$ cat src/rtl/tx_port_pkg.sv
// -----------------------------------------------------------------------------
// tx_port_pkg
//
// Purpose : Shared definitions for the TX port monitor. This covers the parser
//           state encoding, the position of the marker flag in a gate FIFO
//           word, the header field slices, and a saturating counter add.
//
// Header FIFO word layout (65 bits): {flag=1, len[31:0], off[30:0], last}
//   flag : bit 64
//   len  : bits 63:32
//   off  : bits 31:1
//   last : bit 0
// -----------------------------------------------------------------------------
package tx_port_pkg;

    typedef enum logic [1:0] {
        IDLE    = 2'd0,
        HDR_DUP = 2'd1,
        DATA    = 2'd2,
        END_DUP = 2'd3
    } state_e;

    localparam int FLAG_BIT = 64;

    localparam int LEN_MSB  = 63;
    localparam int LEN_LSB  = 32;
    localparam int OFF_MSB  = 31;
    localparam int OFF_LSB  = 1;
    localparam int LAST_BIT = 0;

    localparam logic [31:0] COUNT_MAX = 32'hFFFF_FFFF;

    // Word counter add that sticks at all-ones instead of wrapping.
    function automatic logic [31:0] sat_add(input logic [31:0] a, input logic [1:0] inc);
        logic [32:0] s;
        s = {1'b0, a} + {31'd0, inc};
        return s[32] ? COUNT_MAX : s[31:0];
    endfunction

endpackage

$ cat src/rtl/tx_port_monitor_64.sv
// -----------------------------------------------------------------------------
// tx_port_monitor_64
//
// Purpose : Parses the 65-bit event/data stream that a TX channel gate writes
//           into its async FIFO. Each transaction is made of the following
//           parts, in order:
//             - a duplicated header;
//             - payload words;
//             - a duplicated end marker.
//           The header parameters are presented on TXN/TXN_ACK. Payload words
//           are forwarded to the TX buffer with a count of valid 32-bit words.
//           The number of forwarded 32-bit words is reported on DONE.
//
// Optional feature:
//   TX_PORT_MONITOR_TRUNCATE_EN
//     Defined     : words arriving after TXN_LEN is reached are popped and dropped.
//     Not defined : excess words are forwarded as full (2-word) writes, and the
//                   count saturates at 32'hFFFF_FFFF.
//
// Ports:
//   CLK, RST        clock, synchronous active-high reset
//   RD_DATA/EMPTY   first-word-fall-through gate FIFO read side
//   RD_EN           gate FIFO pop (combinational)
//   TXN/TXN_ACK     transaction request / accept
//   TXN_LEN/OFF/LAST captured header fields
//   WR_DATA/EN/WORDS payload word to TX buffer (registered)
//   WR_FULL         TX buffer back-pressure
//   DONE/DONE_LEN   transaction closed, 32-bit words forwarded
// -----------------------------------------------------------------------------
module tx_port_monitor_64
    import tx_port_pkg::*;
#(
    parameter int C_DATA_WIDTH      = 64,
    parameter int C_FIFO_DATA_WIDTH = C_DATA_WIDTH + 1
) (
    input  logic                         CLK,
    input  logic                         RST,
    input  logic [C_FIFO_DATA_WIDTH-1:0] RD_DATA,
    input  logic                         RD_EMPTY,
    output logic                         RD_EN,
    output logic                         TXN,
    input  logic                         TXN_ACK,
    output logic [31:0]                  TXN_LEN,
    output logic [30:0]                  TXN_OFF,
    output logic                         TXN_LAST,
    output logic [C_DATA_WIDTH-1:0]      WR_DATA,
    output logic                         WR_EN,
    output logic [1:0]                   WR_WORDS,
    input  logic                         WR_FULL,
    output logic                         DONE,
    output logic [31:0]                  DONE_LEN
);

    state_e                  state_q, state_d;
    logic                    ack_q, ack_d;
    logic                    txn_q, txn_d;
    logic [31:0]             len_q, len_d;
    logic [30:0]             off_q, off_d;
    logic                    last_q, last_d;
    logic [31:0]             count_q, count_d;
    logic                    wr_en_q, wr_en_d;
    logic [C_DATA_WIDTH-1:0] wr_data_q, wr_data_d;
    logic [1:0]              wr_words_q, wr_words_d;
    logic                    done_q, done_d;
    logic [31:0]             done_len_q, done_len_d;

    logic                    rd_en;
    logic                    is_flag;
    logic                    pop_payload;
    logic [31:0]             rem;

    // Flag words are interpreted purely by the state they arrive in; an
    // all-zero header is bit-identical to an end marker.
    assign is_flag = RD_DATA[FLAG_BIT];
    assign rem     = len_q - count_q;

    // State register
    always_ff @(posedge CLK) begin
        if (RST) begin
            state_q <= IDLE;
        end else begin
            state_q <= state_d;
        end
    end

    // Next-state logic
    always_comb begin
        state_d = state_q;
        case (state_q)
            IDLE:    if (rd_en && is_flag) state_d = HDR_DUP;
            HDR_DUP: if (rd_en)            state_d = DATA;
            DATA:    if (rd_en && is_flag) state_d = END_DUP;
            END_DUP: if (rd_en && is_flag) state_d = IDLE;
            default:                       state_d = IDLE;
        endcase
    end

    // Pop control. The duplicate header is dropped without waiting for the
    // ack. A payload word that shows up in its place must obey the same
    // ack/back-pressure rules as in DATA.
    always_comb begin
        rd_en = 1'b0;
        case (state_q)
            IDLE:    rd_en = !RD_EMPTY;
            HDR_DUP: rd_en = !RD_EMPTY && (is_flag || (ack_q && !WR_FULL));
            DATA:    rd_en = !RD_EMPTY && ack_q && !WR_FULL;
            END_DUP: rd_en = !RD_EMPTY;
            default: rd_en = 1'b0;
        endcase
        if (RST) begin
            rd_en = 1'b0;
        end
    end

    assign RD_EN       = rd_en;
    assign pop_payload = rd_en && !is_flag && ((state_q == HDR_DUP) || (state_q == DATA));

    // Datapath and handshake next-state
    always_comb begin
        ack_d      = ack_q;
        txn_d      = txn_q;
        len_d      = len_q;
        off_d      = off_q;
        last_d     = last_q;
        count_d    = count_q;
        wr_en_d    = 1'b0;
        wr_data_d  = wr_data_q;
        wr_words_d = wr_words_q;
        done_d     = 1'b0;
        done_len_d = done_len_q;

        // The ack is latched so that RD_EN no longer depends on TXN_ACK,
        // which may be held high ahead of the request.
        if (txn_q && TXN_ACK) begin
            ack_d = 1'b1;
            txn_d = 1'b0;
        end

        if ((state_q == IDLE) && rd_en && is_flag) begin
            len_d   = RD_DATA[LEN_MSB:LEN_LSB];
            off_d   = RD_DATA[OFF_MSB:OFF_LSB];
            last_d  = RD_DATA[LAST_BIT];
            txn_d   = 1'b1;
            ack_d   = 1'b0;
            count_d = 32'd0;
        end

        if (pop_payload) begin
            if (rem == 32'd0) begin
`ifdef TX_PORT_MONITOR_TRUNCATE_EN
                // Length reached: word is consumed but not forwarded.
                wr_en_d = 1'b0;
`else
                wr_en_d    = 1'b1;
                wr_data_d  = RD_DATA[C_DATA_WIDTH-1:0];
                wr_words_d = 2'd2;
                count_d    = sat_add(count_q, 2'd2);
`endif
            end else if (rem == 32'd1) begin
                wr_en_d    = 1'b1;
                wr_data_d  = RD_DATA[C_DATA_WIDTH-1:0];
                wr_words_d = 2'd1;
                count_d    = sat_add(count_q, 2'd1);
            end else begin
                // Also taken once count has overrun len: rem wraps to a large value.
                wr_en_d    = 1'b1;
                wr_data_d  = RD_DATA[C_DATA_WIDTH-1:0];
                wr_words_d = 2'd2;
                count_d    = sat_add(count_q, 2'd2);
            end
        end

        if ((state_q == DATA) && rd_en && is_flag) begin
            done_d     = 1'b1;
            done_len_d = count_q;
        end
    end

    always_ff @(posedge CLK) begin
        if (RST) begin
            ack_q      <= 1'b0;
            txn_q      <= 1'b0;
            len_q      <= 32'd0;
            off_q      <= 31'd0;
            last_q     <= 1'b0;
            count_q    <= 32'd0;
            wr_en_q    <= 1'b0;
            wr_data_q  <= '0;
            wr_words_q <= 2'd0;
            done_q     <= 1'b0;
            done_len_q <= 32'd0;
        end else begin
            ack_q      <= ack_d;
            txn_q      <= txn_d;
            len_q      <= len_d;
            off_q      <= off_d;
            last_q     <= last_d;
            count_q    <= count_d;
            wr_en_q    <= wr_en_d;
            wr_data_q  <= wr_data_d;
            wr_words_q <= wr_words_d;
            done_q     <= done_d;
            done_len_q <= done_len_d;
        end
    end

    assign TXN      = txn_q;
    assign TXN_LEN  = len_q;
    assign TXN_OFF  = off_q;
    assign TXN_LAST = last_q;
    assign WR_EN    = wr_en_q;
    assign WR_DATA  = wr_data_q;
    assign WR_WORDS = wr_words_q;
    assign DONE     = done_q;
    assign DONE_LEN = done_len_q;

endmodule
$ cat config.mk
export PLATFORM = sky130hd
export DESIGN_NAME = tx_port_monitor_64
export DESIGN_NICKNAME = d
export VERILOG_FILES = /design/src/rtl/tx_port_pkg.sv /design/src/rtl/tx_port_monitor_64.sv
export SDC_FILE = /design/constraint.sdc
export NUM_CORES = 1
export LEC_CHECK = 0
export CAP_MARGIN = 20
export CORE_AREA = 2 2 167 169
export DETAILED_ROUTE_END_ITERATION = 10
export DIE_AREA = 0 0 169 171
export PLACE_DENSITY = 0.7
export SYNTH_ARGS = -nofsm -noshare
export SYNTH_HDL_FRONTEND = slang
export SYNTH_SLANG_ARGS = --single-unit
$ cat constraint.sdc
create_clock -name CLK -period 5.7 [get_ports CLK]
set_input_delay 1.14 -clock CLK [delete_from_list [all_inputs] [get_ports CLK]]
set_output_delay 1.14 -clock CLK [all_outputs]
set_load 0.01 [all_outputs]
* Yosys cells after proc, flatten, opt, wreduce, memory -nomap -nowiden *
Cells that the tools add are included.

storage, ports and cells
  bits in registers = 200
  output and inout port bits = 166

cells by class
  add/subtract/negate cells = 3
  eq/ne operators = 8
  reduce and logical (&&, ||, !) cells = 24
  mux-type cells = 19

operators with widths
  kind                                                                    number
  32-bit 2-to-1 mux                                                       6
  32-bit by 1-bit adder with 33-bit output, second input constant         1
  32-bit by 2-bit adder with 33-bit output, second input constant         1
  32-bit by 1-bit equality test with 1-bit output, second input constant  1
  32-bit logical NOT                                                      1
  32-bit subtractor                                                       1
  1-bit logical AND                                                       12
  2-bit 2-to-1 mux                                                        6
  2-bit inequality test, second input constant                            4
  2-bit one-hot mux with 4 select lines                                   1
  1-bit 2-to-1 mux                                                        5
  2-bit equality test, second input constant                              2
  4-bit AND reduction                                                     1
  2-bit nonzero test                                                      2
  2-bit OR reduction                                                      2
  1-bit logical NOT                                                       3
  1-bit one-hot mux with 3 select lines                                   1
  2-bit by 1-bit equality test with 1-bit output, second input constant   1
  2-bit logical NOT                                                       1
  1-bit logical OR                                                        2

* Logic depth before layout (Yosys ltp) *
  depth in word-level cells = 10
  gate-level depth with buffers = 17
  gate-level depth less buffers = 14

* Least setup slack after synthesis *
No wires, ideal clock.

  path kind = flip-flop to flip-flop
  start point = register len_q[0] (netlist: TXN_LEN[0])
  end point = register count_q[30]
  required time = 5584 ps
  cell stages (with the launch flop) = 16
  data arrival time = 3866 ps
  clock period less this slack = 3983 ps
  slack = 1717 ps
  library setup time = 116 ps
  cells stage by stage = dfxtp_1 > inv_1 > ha_1 > fa_1 > nor2b_1 > o2111ai_1 > a2111oi_0 > o21a_1 > nor2_1 > xor2_1 > or4b_1 > nor4_2 > buf_4 > a21oi_1 > or3b_1 > o211a_1

on the way
  longest elaborated chain between the ends = 5

ends and longest elaborated chain
  item                                             line                       RTL
  start: declaration                               tx_port_monitor_64.sv:57   logic [31:0] len_q, len_d;
  start signal: assignment                         tx_port_monitor_64.sv:195  len_q <= len_d;
  32-bit subtractor *                              tx_port_monitor_64.sv:75   assign rem = len_q - count_q;
  32-bit by 1-bit equality test with 1-bit output  tx_port_monitor_64.sv:159  end else if (rem == 32'd1) begin
  32-bit 2-to-1 mux                                tx_port_monitor_64.sv:159
  32-bit 2-to-1 mux *                              tx_port_monitor_64.sv:149  if (rem == 32'd0) begin
  32-bit 2-to-1 mux *                              tx_port_monitor_64.sv:148  if (pop_payload) begin
  end signal: assignment                           tx_port_monitor_64.sv:198  count_q <= count_d;
  end: declaration                                 tx_port_monitor_64.sv:60   logic [31:0] count_q, count_d;

Mark *: on every way between the ends. The rest lies on a longest branch, timed or not.
A chain may end at the register's enable or synchronous reset.

* Worst setup path after layout *
  start point = register len_q[0] (netlist: TXN_LEN[0])
  end point = register count_q[24]

The elaborated chain is that of the path after synthesis.

==> results.json <==
{
  "area_growth_pct": 28.8,
  "worstPathArrival_ns": 4.94,
  "synth_cell_type_count": 72,
  "synthCells": 1489,
  "num_vias": 11331,
  "reg2reg_to": "count_q[24]",
  "pin_count": 236,
  "dieArea_um2": 28900,
  "port_buffers": 235,
  "r2r_start": "TXN_LEN[0]",
  "finalNonFillerCells": 2013,
  "hold_path_end": "WR_DATA[56]",
  "p_leak_nw": 4.84,
  "vias_per_cell": 5.63,
  "cp-start-kind": "register",
  "synth_flop_cell": "dfxtp_1",
  "grt_setup_unrepaired": "false",
  "rows": 61,
  "layout.nets": 1763,
  "htree_levels": 4,
  "fin_crit_sh_pct": 81.5,
  "synth_area_leaders": "dfxtp_1, nand2_1, a21oi_1, ha_1, xnor2_1",
  "p_sw_mw": 1.55,
  "hold_depth": 2,
  "report.power.total_mw": 4.23,
  "first_iter_violations": 877,
  "drive_gt1_share_pct": 4.20,
  "p_comb_share_pct": 35.7,
  "grt_usage_pct": 25.7,
  "reg2reg_slack_ns": 1.06,
  "antenna_found_initial": 1,
  "tns_ns": 0,
  "clock.fmax_mhz": 215,
  "clockPowerShare_pct": 28.3,
  "fin_crit_ns": 4.64,
  "irDropWorstVdd_mv": 0.203,
  "fin_skew_ns": 0.0185,
  "cts.sinks": 200,
  "min_from": "WR_DATA[56]",
  "grt_pass1_vias": 10700,
  "synth-edff-count": 0,
  "avgSynthCellArea_um2": 7.19,
  "dp.cells": 1981,
  "cts_setup_buffers": 0,
  "cp-end-kind": "register",
  "finalSetupViolations": 0,
  "dr.pass1.iters": 5,
  "relSlewSlack_pct": 30.5,
  "routed_wl_um": 37600,
  "worstSetupPathType": "reg -> reg",
  "final.fill_count": 2701,
  "fp.dieW_um": 169,
  "grt_pass1_wl_um": 58700,
  "grt_max_degree": 106,
  "clock_latency_ns": 0.44,
  "synth_fp_nets": 1597,
  "numCtsBuffers": 17,
  "cts_tree": "built",
  "syn-cell-area_um2": 10700,
  "ys_warn_count": 0,
  "slew_viol_final": 0,
  "tightestPinTransition_ns": 1.04,
  "hold_class": "reg -> reg",
  "n_antenna_cell": 0,
  "core_um2": 27300,
  "ant_nets": 0,
  "synthTopCellsByCount": "nand2_1, a21oi_1, dfxtp_1, clkbuf_1, nor2_1",
  "maxCapViolCount": 0,
  "finalHoldViolCount": 0,
  "synth.largest_area_cell": "dfxtp_1",
  "hpwl_um": 27400,
  "drt-wirelength-per-cell_um": 18.7,
  "synth-seq-area-share_pct": 37.4,
  "grt_overflow_total": 0,
  "yosys.area.top_type_share_pct": 37.4,
  "hold_buffers": 0,
  "p_per_area_nw_per_um2": 307,
  "path_clk_slew_ns": 0.08,
  "critical_path.max_fanout": 23,
  "die_y_um": 171,
  "place_congestion": 0.995,
  "synth.most_common_cell": "nand2_1",
  "cts.repair.resized": 0,
  "ys_seq_elements": 200,
  "outcome": "completed",
  "worstRegToRegCells": 16,
  "start_util_pct": 39.2,
  "root_buffer": "clkbuf_16",
  "post-route-drc-count": 0,
  "intPower_mw": 2.68,
  "clock_path_buffers": 2,
  "netSwitchingFraction_pct": 36.7,
  "crit_required_ns": 5.99,
  "seq_power_share_pct": 36.0,
  "ys_async_sr_fraction_pct": 0
}
through the flow:
stage / area [um^2] / hold WS, ns / setup slack, ns / utilization (%)
5_1_grt: 13800 / 0.471 / 0.767 / 50.5
4_1_cts: 13800 / 0.456 / 1.12 / 50.4
3_3_place_gp: 13200 / 0.441 / 1.22 / 48.3
3_5_place_dp: 13200 / 0.445 / 1.17 / 48.3
6_report: 13800 / 0.454 / 1.06 / 50.5
2_1_floorplan: 10700 / 0.444 / 1.72 / -
registers in the layout, summed over array words and instances, names as in the netlist:
register,cells
TXN,1
count_q,32
DONE,1
TXN_OFF,31
TXN_LEN,32
TXN_LAST,1
WR_WORDS,2
DONE_LEN,32
WR_EN,1
ack_q,1
state_q,2
WR_DATA,64
cell families after synthesis:
group,after synthesis,share of synthesized area [%]
and+or+nand+nor,639,25.7
AOI/OAI and AO/OA,410,22.6
DFF,200,37.4
buffers and inverters,154,5.74
xor gates and xnor gates,39,3.19
adders and majority gates,38,4.51
muxes,9,0.865
per-layer routing:
metal  track usage (%)  vias to the layer above  part of all wire, %
met3              8.54                      100                   10
met1              31.7                     5217                   41
met5                 0                        -                0.035
met4              12.1                        2                  4.2
li1                  -                     5463                    -
met2              40.7                      549                   44
final cells by class:
| cell class | count | area [um^2] | area share, % |
|---|---|---|---|
| tap | 346 | 433 | 3.14 |
| inverter | 50 | 188 | 1.36 |
| sequential | 200 | 4000 | 29.0 |
| multi-input combinational | 1135 | 6100 | 44.2 |
| clock inverter | 13 | 131 | 0.953 |
| clock buffer | 18 | 429 | 3.11 |
| timing repair buffer | 251 | 2510 | 18.2 |
how the worst max path moves through the flow:
stage | startpoint | endpoint | depth (start not counted)
floorplan | TXN_LEN[0] | count_q[30] | 15
global placement | TXN_LEN[0] | count_q[24] | 16
detailed placement | TXN_LEN[0] | count_q[24] | 16
CTS | TXN_LEN[0] | count_q[24] | 16
global route | TXN_LEN[0] | count_q[5] | 17
finish | TXN_LEN[0] | count_q[24] | 16
worst max-delay path: stages (launching register included):
cell       delay [ns]
dfxtp_1          0.37
inv_1            0.06
ha_1             0.23
fa_1             0.39
nor2b_1          0.25
o2111ai_1        0.22
a2111oi_0        0.54
buf_4            0.21
o21a_1           0.15
nor2_1           0.05
xor2_1           0.19
or4b_1           0.49
nor4_2           0.36
a21oi_1          0.25
buf_4            0.30
a221oi_1         0.35
nor3_1           0.07
power by group through the flow:
stage / combinational [mW] / sequential [mW] / clock [mW]
floorplan: 0.980 / 1.57 / 0
global placement: 1.48 / 1.56 / 0
detailed placement: 1.48 / 1.56 / 0
CTS: 1.49 / 1.52 / 1.22
global route: 1.66 / 1.53 / 1.28
finish: 1.51 / 1.53 / 1.20
cells in the final DEF, fill, tap and decap left out, types with 14 or more instances in the layout:
cell	n
o21ai_0	54
nor2_1	56
xnor2_1	36
nand2_1	424
buf_4	14
a21oi_1	220
inv_1	49
ha_1	37
clkdlybuf4s50_1	234
a22oi_1	16
clkbuf_16	17
nor3_1	29
nand3_1	37
nand4_1	26
dfxtp_1	200
a31oi_1	33
Power figures use the tool's default switching activity.
